[config.mk]
export PLATFORM = sky130hd
export DESIGN_NAME = alu_mc
export DESIGN_NICKNAME = d
export VERILOG_FILES = /design/src/rtl/alu_mc.sv
export SDC_FILE = /design/constraint.sdc
export NUM_CORES = 1
export LEC_CHECK = 0
export CORE_MARGIN = 2
export CORE_UTILIZATION = 30
export CTS_CLUSTER_DIAMETER = 50
export DETAILED_ROUTE_END_ITERATION = 10
export PLACE_DENSITY = 0.51
export SKIP_CTS_REPAIR_TIMING = 1
export SYNTH_ARGS = -nofsm -noshare
export SYNTH_HDL_FRONTEND = slang
export SYNTH_SLANG_ARGS = --single-unit
[constraint.sdc]
create_clock -name clk -period 3.4 [get_ports clk]
set_input_delay 0.51 -clock clk [delete_from_list [all_inputs] [get_ports clk]]
set_output_delay 0.51 -clock clk [all_outputs]
set_load 0.01 [all_outputs]
[src/rtl/alu_mc.sv]
`default_nettype none
// ============================================================================
// Module      : alu_mc
// Description : Multi-cycle ALU with valid/ready handshakes on both sides.
//               Logic and compare ops finish in one cycle. Shifts move one
//               bit per cycle. The optional MUL is a shift-add multiplier
//               that takes WIDTH cycles.
// Config      : ALU_MC_MUL_EN - when defined, op 10 is MUL; otherwise op 10
//               is an undefined code (returns inp1, single-cycle).
// Ports       : clk, rst_n (sync, active-low)
//               in_valid/in_ready, alu_control[3:0], inp1, inp2  - request
//               out_valid/out_ready, alu_result, zero_flag       - response
//               busy - high while an iterative op is in progress
// Revision    : 1.0 - initial release
// ============================================================================
module alu_mc #(
    parameter int WIDTH = 32,
    parameter int SHW   = $clog2(WIDTH)
) (
    input  logic             clk,
    input  logic             rst_n,
    input  logic             in_valid,
    output logic             in_ready,
    input  logic [3:0]       alu_control,
    input  logic [WIDTH-1:0] inp1,
    input  logic [WIDTH-1:0] inp2,
    output logic             out_valid,
    input  logic             out_ready,
    output logic [WIDTH-1:0] alu_result,
    output logic             zero_flag,
    output logic             busy
);

    localparam logic [1:0] c_IDLE = 2'd0;
    localparam logic [1:0] c_BUSY = 2'd1;
    localparam logic [1:0] c_DONE = 2'd2;

    // Counter must hold WIDTH for the multiplier, hence one extra bit.
    localparam int c_CW = SHW + 1;

    localparam logic [3:0] c_OP_ADD  = 4'd0;
    localparam logic [3:0] c_OP_SUB  = 4'd1;
    localparam logic [3:0] c_OP_AND  = 4'd2;
    localparam logic [3:0] c_OP_OR   = 4'd3;
    localparam logic [3:0] c_OP_XOR  = 4'd4;
    localparam logic [3:0] c_OP_SLL  = 4'd5;
    localparam logic [3:0] c_OP_SRL  = 4'd6;
    localparam logic [3:0] c_OP_SRA  = 4'd7;
    localparam logic [3:0] c_OP_SLT  = 4'd8;
    localparam logic [3:0] c_OP_SLTU = 4'd9;
`ifdef ALU_MC_MUL_EN
    localparam logic [3:0]      c_OP_MUL     = 4'd10;
    localparam logic [c_CW-1:0] c_MUL_CYCLES = c_CW'(WIDTH);
`endif

    logic [1:0]       r_state;
    logic [1:0]       w_state_next;
    logic [3:0]       r_op;
    logic [WIDTH-1:0] r_a;
    logic [c_CW-1:0]  r_cnt;
    logic [WIDTH-1:0] r_result;
    logic             r_zero;

    logic [SHW-1:0]   w_shamt;
    logic             w_is_shift;
    logic             w_is_mul;
    logic             w_multi;
    logic             w_last;
    logic [WIDTH-1:0] w_alu;
    logic [WIDTH-1:0] w_a_next;
    logic [WIDTH-1:0] w_busy_result;

`ifdef ALU_MC_MUL_EN
    logic [WIDTH-1:0] r_b;
    logic [WIDTH-1:0] r_acc;
    logic [WIDTH-1:0] w_acc_next;

    assign w_is_mul   = (alu_control == c_OP_MUL);
    assign w_acc_next = r_acc + (r_b[0] ? r_a : '0);
    assign w_busy_result = (r_op == c_OP_MUL) ? w_acc_next : w_a_next;
`else
    assign w_is_mul      = 1'b0;
    assign w_busy_result = w_a_next;
`endif

    assign in_ready   = (r_state == c_IDLE);
    assign out_valid  = (r_state == c_DONE);
    assign busy       = (r_state == c_BUSY);
    assign alu_result = r_result;
    assign zero_flag  = r_zero;

    assign w_shamt    = inp2[SHW-1:0];
    assign w_is_shift = (alu_control == c_OP_SLL) || (alu_control == c_OP_SRL) ||
                        (alu_control == c_OP_SRA);
    assign w_multi    = (w_is_shift && (w_shamt != '0)) || w_is_mul;
    assign w_last     = (r_cnt == c_CW'(1));

    // Single-cycle result. Shifts only take this path with amount 0, so
    // they fall into the default (inp1) and no barrel shifter is built.
    always_comb begin
        w_alu = inp1;
        case (alu_control)
            c_OP_ADD:  w_alu = inp1 + inp2;
            c_OP_SUB:  w_alu = inp1 - inp2;
            c_OP_AND:  w_alu = inp1 & inp2;
            c_OP_OR:   w_alu = inp1 | inp2;
            c_OP_XOR:  w_alu = inp1 ^ inp2;
            c_OP_SLT:  w_alu = {{(WIDTH-1){1'b0}}, ($signed(inp1) < $signed(inp2))};
            c_OP_SLTU: w_alu = {{(WIDTH-1){1'b0}}, (inp1 < inp2)};
            default:   w_alu = inp1;
        endcase
    end

    // One-bit step of the iterative datapath. The left shift also serves
    // as the multiplicand shift for MUL.
    always_comb begin
        w_a_next = r_a << 1;
        case (r_op)
            c_OP_SRL: w_a_next = r_a >> 1;
            c_OP_SRA: w_a_next = {r_a[WIDTH-1], r_a[WIDTH-1:1]};
            default:  w_a_next = r_a << 1;
        endcase
    end

    always_comb begin
        w_state_next = r_state;
        case (r_state)
            c_IDLE:  if (in_valid) w_state_next = w_multi ? c_BUSY : c_DONE;
            c_BUSY:  if (w_last) w_state_next = c_DONE;
            c_DONE:  if (out_ready) w_state_next = c_IDLE;
            default: w_state_next = c_IDLE;
        endcase
    end

    always_ff @(posedge clk) begin
        if (!rst_n) begin
            r_state  <= c_IDLE;
            r_op     <= '0;
            r_a      <= '0;
            r_cnt    <= '0;
            r_result <= '0;
            r_zero   <= 1'b0;
`ifdef ALU_MC_MUL_EN
            r_b      <= '0;
            r_acc    <= '0;
`endif
        end else begin
            r_state <= w_state_next;
            case (r_state)
                c_IDLE: begin
                    if (in_valid) begin
                        r_op <= alu_control;
                        r_a  <= inp1;
`ifdef ALU_MC_MUL_EN
                        r_b   <= inp2;
                        r_acc <= '0;
                        if (w_is_mul) begin
                            r_cnt <= c_MUL_CYCLES;
                        end else
`endif
                        if (w_is_shift) begin
                            r_cnt <= {1'b0, w_shamt};
                        end
                        if (!w_multi) begin
                            r_result <= w_alu;
                            r_zero   <= (w_alu == '0);
                        end
                    end
                end
                c_BUSY: begin
                    r_cnt <= r_cnt - c_CW'(1);
                    r_a   <= w_a_next;
`ifdef ALU_MC_MUL_EN
                    r_b   <= r_b >> 1;
                    r_acc <= w_acc_next;
`endif
                    if (w_last) begin
                        r_result <= w_busy_result;
                        r_zero   <= (w_busy_result == '0);
                    end
                end
                default: begin
                end
            endcase
        end
    end

endmodule
`default_nettype wire

==> results.md <==
- Post-synthesis cell type count: 92
- Main synth FF type: dfxtp_1
- Outcome: complete, but fails checks
- DR vias: roughly 13000
- CTS tree: done
- Setup slack after layout: -352.0 ps
- Root Driver: clkbuf_16
- Port buffer count: 107
- Worst VDD drop: roughly 350 µV
- Die Area: approximately 0.035 mm²
- WL/cell: 21.97 µm
- Worst Path Required: 3660 ps
- Critical path arrival: 4010 ps
- Initial Utilization: 0.3060
- Gr usage total: 0.2905
- Worst-skew pair later-pin latency: around 350 ps
- Worst setup path class: in2reg
- Seq/Total Area, Yosys: 0.1541
- R2R depth: 12
- Layout Nets: 2175
- Mapped Nets: between 1500 and 2000
- Slew @ Worst Pin: 834.0 ps
- I/O Pins: 108
- Leak: 7.429 nW
- FF-to-FF End: zero_flag$_SDFFE_PN0P_
- Met2 wire length: 23370 µm
- RePlAce Congestion: 0.9798
- CTS Buffer Depth: 2
- First-pass GRT wire length: 78410 µm
- DP Worst Slack: -1537 ps
- Slew Limit Fails: 0
- CP max FO: 4
- TritonCTS Buffers: 9
- Min-Delay Endpoint: alu_result[10]$_SDFFE_PN0P_
- Vias in the first global route: 12760
- Share of cells above drive strength 1: 0.3777
- Grt ovf: 0
- Final setup vio count: 5
- Flop2flop setup slack: 310 ps
- PD cells: 282.5 mW/mm²
- Asr flop ratio synth: 0
- Achievable Freq: 266.5 MHz
- Row count: 66
- Hold Startpoint: alu_result[10]$_SDFFE_PN0P_
- Total negative slack: -743.5 ps
- H-tree lvl count: 3
- CORE AREA: 0.03270 mm²
- Number of max-cap violations: 0
- Relative max-transition margin: 0.4426
- Worst Clk Skew: roughly 12 ps
- Via-to-Cell Ratio: approximately 5.5
- CTS Sinks: 77
- DP HPWL: 43210 µm
- Chip width: 186.6 µm
- Worst hold path class: reg2reg
- Layout area overhead: 66.59%
- Minimum clock period: 3752 ps
- Worst hold stages: 2
- Failing checks: setup timing
- Flops & latches, synth: 77
- DRT Pass-1 Iters: 5
- DRT Wirelength: 53440 µm
- Worst R2R Start: r_cnt[2]$_SDFFE_PN0P_
- Clk slew on worst S/H paths: 70 ps
- Largest net degree at the start of global routing: 51
- Max layer used: met4
- Post-synth EDFFs: 0
- Netlist Area Pre-Place: 0.01001 mm²
- Met3 Wirelength: 4073 µm
- Final Cycle Share: 1.104
- Critical Path Source Type: input pin
- Post-Synthesis Cells: 1459
- Initial detailed-routing violation count: 1215
- Core Util, Final: 0.5097
- Antenna-violating nets left: 0
- Final hold violations: 0
- Initial antenna violation count: 0
- Yosys synthesis warning count: 0
- M1 WL: approximately 25000 µm
- Inserted Diodes: 0
- DR DRC count: 0
- Synthesized area per cell: 6.858 µm²
- RSZ-0062 raised after global routing: yes
- DIE HEIGHT: 186.6 µm
- Crit. End Element: flop
- Hold WS: 458.2 ps
layer usage:
layer  vias to the layer above  global-route usage
li1                       6397                   -
met1                      6480              0.4217
met2                       555              0.4512
met3                        63             0.04533
met4                         0             0.06044
met5                         -                   0
state kept, by name, indices dropped and copies added, names as in the netlist:
signal	flops
r_cnt	6
alu_result	32
r_state	2
r_op	4
zero_flag	1
r_a	32
cell families (layout without fill, tap and decap cells):
kind of cell	count (synthesis)	in the layout	synth area share
compound gates	533	533	0.3560
xor+xnor	16	16	0.01401
fa+ha+maj	117	117	0.1478
buf+inv	205	737	0.07840
flops	77	77	0.1541
mux	15	15	0.01526
simple gates	496	496	0.2345
worst max path at each step:
| stage | endpoint | startpoint | depth (start not counted) | slack, ps |
|---|---|---|---|---|
| 2_1_floorplan | zero_flag$_SDFFE_PN0P_ | inp1[0] | 13 | -120 |
| 3_3_place_gp | zero_flag$_SDFFE_PN0P_ | inp1[0] | 15 | -1530 |
| 3_5_place_dp | zero_flag$_SDFFE_PN0P_ | inp2[0] | 15 | -1540 |
| 4_1_cts | zero_flag$_SDFFE_PN0P_ | inp2[0] | 14 | -1190 |
| 5_1_grt | zero_flag$_SDFFE_PN0P_ | inp2[0] | 17 | -480 |
| 6_report | zero_flag$_SDFFE_PN0P_ | inp2[0] | 16 | -350 |
synth_stat cells, types with 7 or more instances:
| master | instances | area share |
|---|---|---|
| buf_2 | 9 | 0.0045 |
| a221oi_1 | 41 | 0.036 |
| and2_1 | 9 | 0.0056 |
| mux2i_1 | 13 | 0.013 |
| nand2_1 | 153 | 0.057 |
| xnor2_1 | 13 | 0.011 |
| nor2b_1 | 18 | 0.011 |
| or2_2 | 7 | 0.0044 |
| o21bai_1 | 8 | 0.0060 |
| a22oi_1 | 10 | 0.0075 |
| nand3_1 | 25 | 0.013 |
| nand2b_1 | 8 | 0.0050 |
| a211oi_1 | 23 | 0.017 |
| nor3_1 | 34 | 0.017 |
| dfxtp_1 | 77 | 0.15 |
| inv_1 | 100 | 0.038 |
| a31oi_1 | 20 | 0.013 |
| a21o_1 | 12 | 0.0090 |
| or3_1 | 12 | 0.0075 |
| o211ai_1 | 28 | 0.021 |
| or4_1 | 8 | 0.0060 |
| o221ai_1 | 9 | 0.0079 |
| ha_1 | 115 | 0.14 |
| o22ai_1 | 10 | 0.0063 |
| clkbuf_1 | 87 | 0.033 |
| o31ai_1 | 11 | 0.0083 |
| o21a_1 | 12 | 0.0090 |
| nand4_1 | 10 | 0.0063 |
| o21ai_0 | 107 | 0.054 |
| nor2_1 | 158 | 0.059 |
| a21oi_1 | 150 | 0.075 |
| nor4_1 | 17 | 0.011 |
placed cells by master (no fill, tap or decap), types with 14 or more instances in the layout:
master and instances:
inv_1 70, a21oi_2 15, a211oi_1 14, buf_6 19
a31oi_1 15, nor2b_1 14, o211ai_1 28, nor3_1 25
ha_1 87, a21oi_1 132, nor2_1 145, a221oi_1 38
dlymetal6s2s_1 34, ha_4 22, o21ai_0 91, inv_2 33
dfxtp_1 77, nand2_1 149, buf_4 490, nand3_1 25
clkdlybuf4s50_1 66
area by class of cell:
type | instances | area, µm²
clock buffer | 11 | 242.7
clock inverter | 5 | 57.56
fill | 3364 | 16030
inverter | 104 | 390.4
multi-input combinational | 1177 | 8842
sequential | 77 | 1541
tap | 442 | 553.0
timing repair buffer | 617 | 5041
per-stage QoR:
stage	cell area [µm²]	total power (W)	std cells
after floorplan	10020	0.002062	1459
after global placement	14890	0.003365	2386
after detailed placement	14890	0.003358	2386
after CTS	15190	0.004360	2402
after global routing	16670	0.004943	2433
final	16670	0.004708	2433
worst max-delay path, cell delays in order:
cell      delay, ps
buf_8           110
ha_4            160
fa_2            400
a21o_4          230
a221o_1         390
o21ai_2         250
buf_6           150
and2_4          140
o41a_1          240
o21ba_4         210
o21bai_4         90
buf_6           120
a21oi_2         130
o211ai_1        120
or3_1           420
o41ai_2         330
where the power goes:
part / total (W) / switching (W) / internal, W
combinational: 0.00268 / 0.00140 / 0.00128
sequential: 0.00104 / 0.0000634 / 0.000981
clock: 0.000986 / 0.000396 / 0.000590
total: 0.00471 / 0.00186 / 0.00285
(Power assumes the default switching activity.)
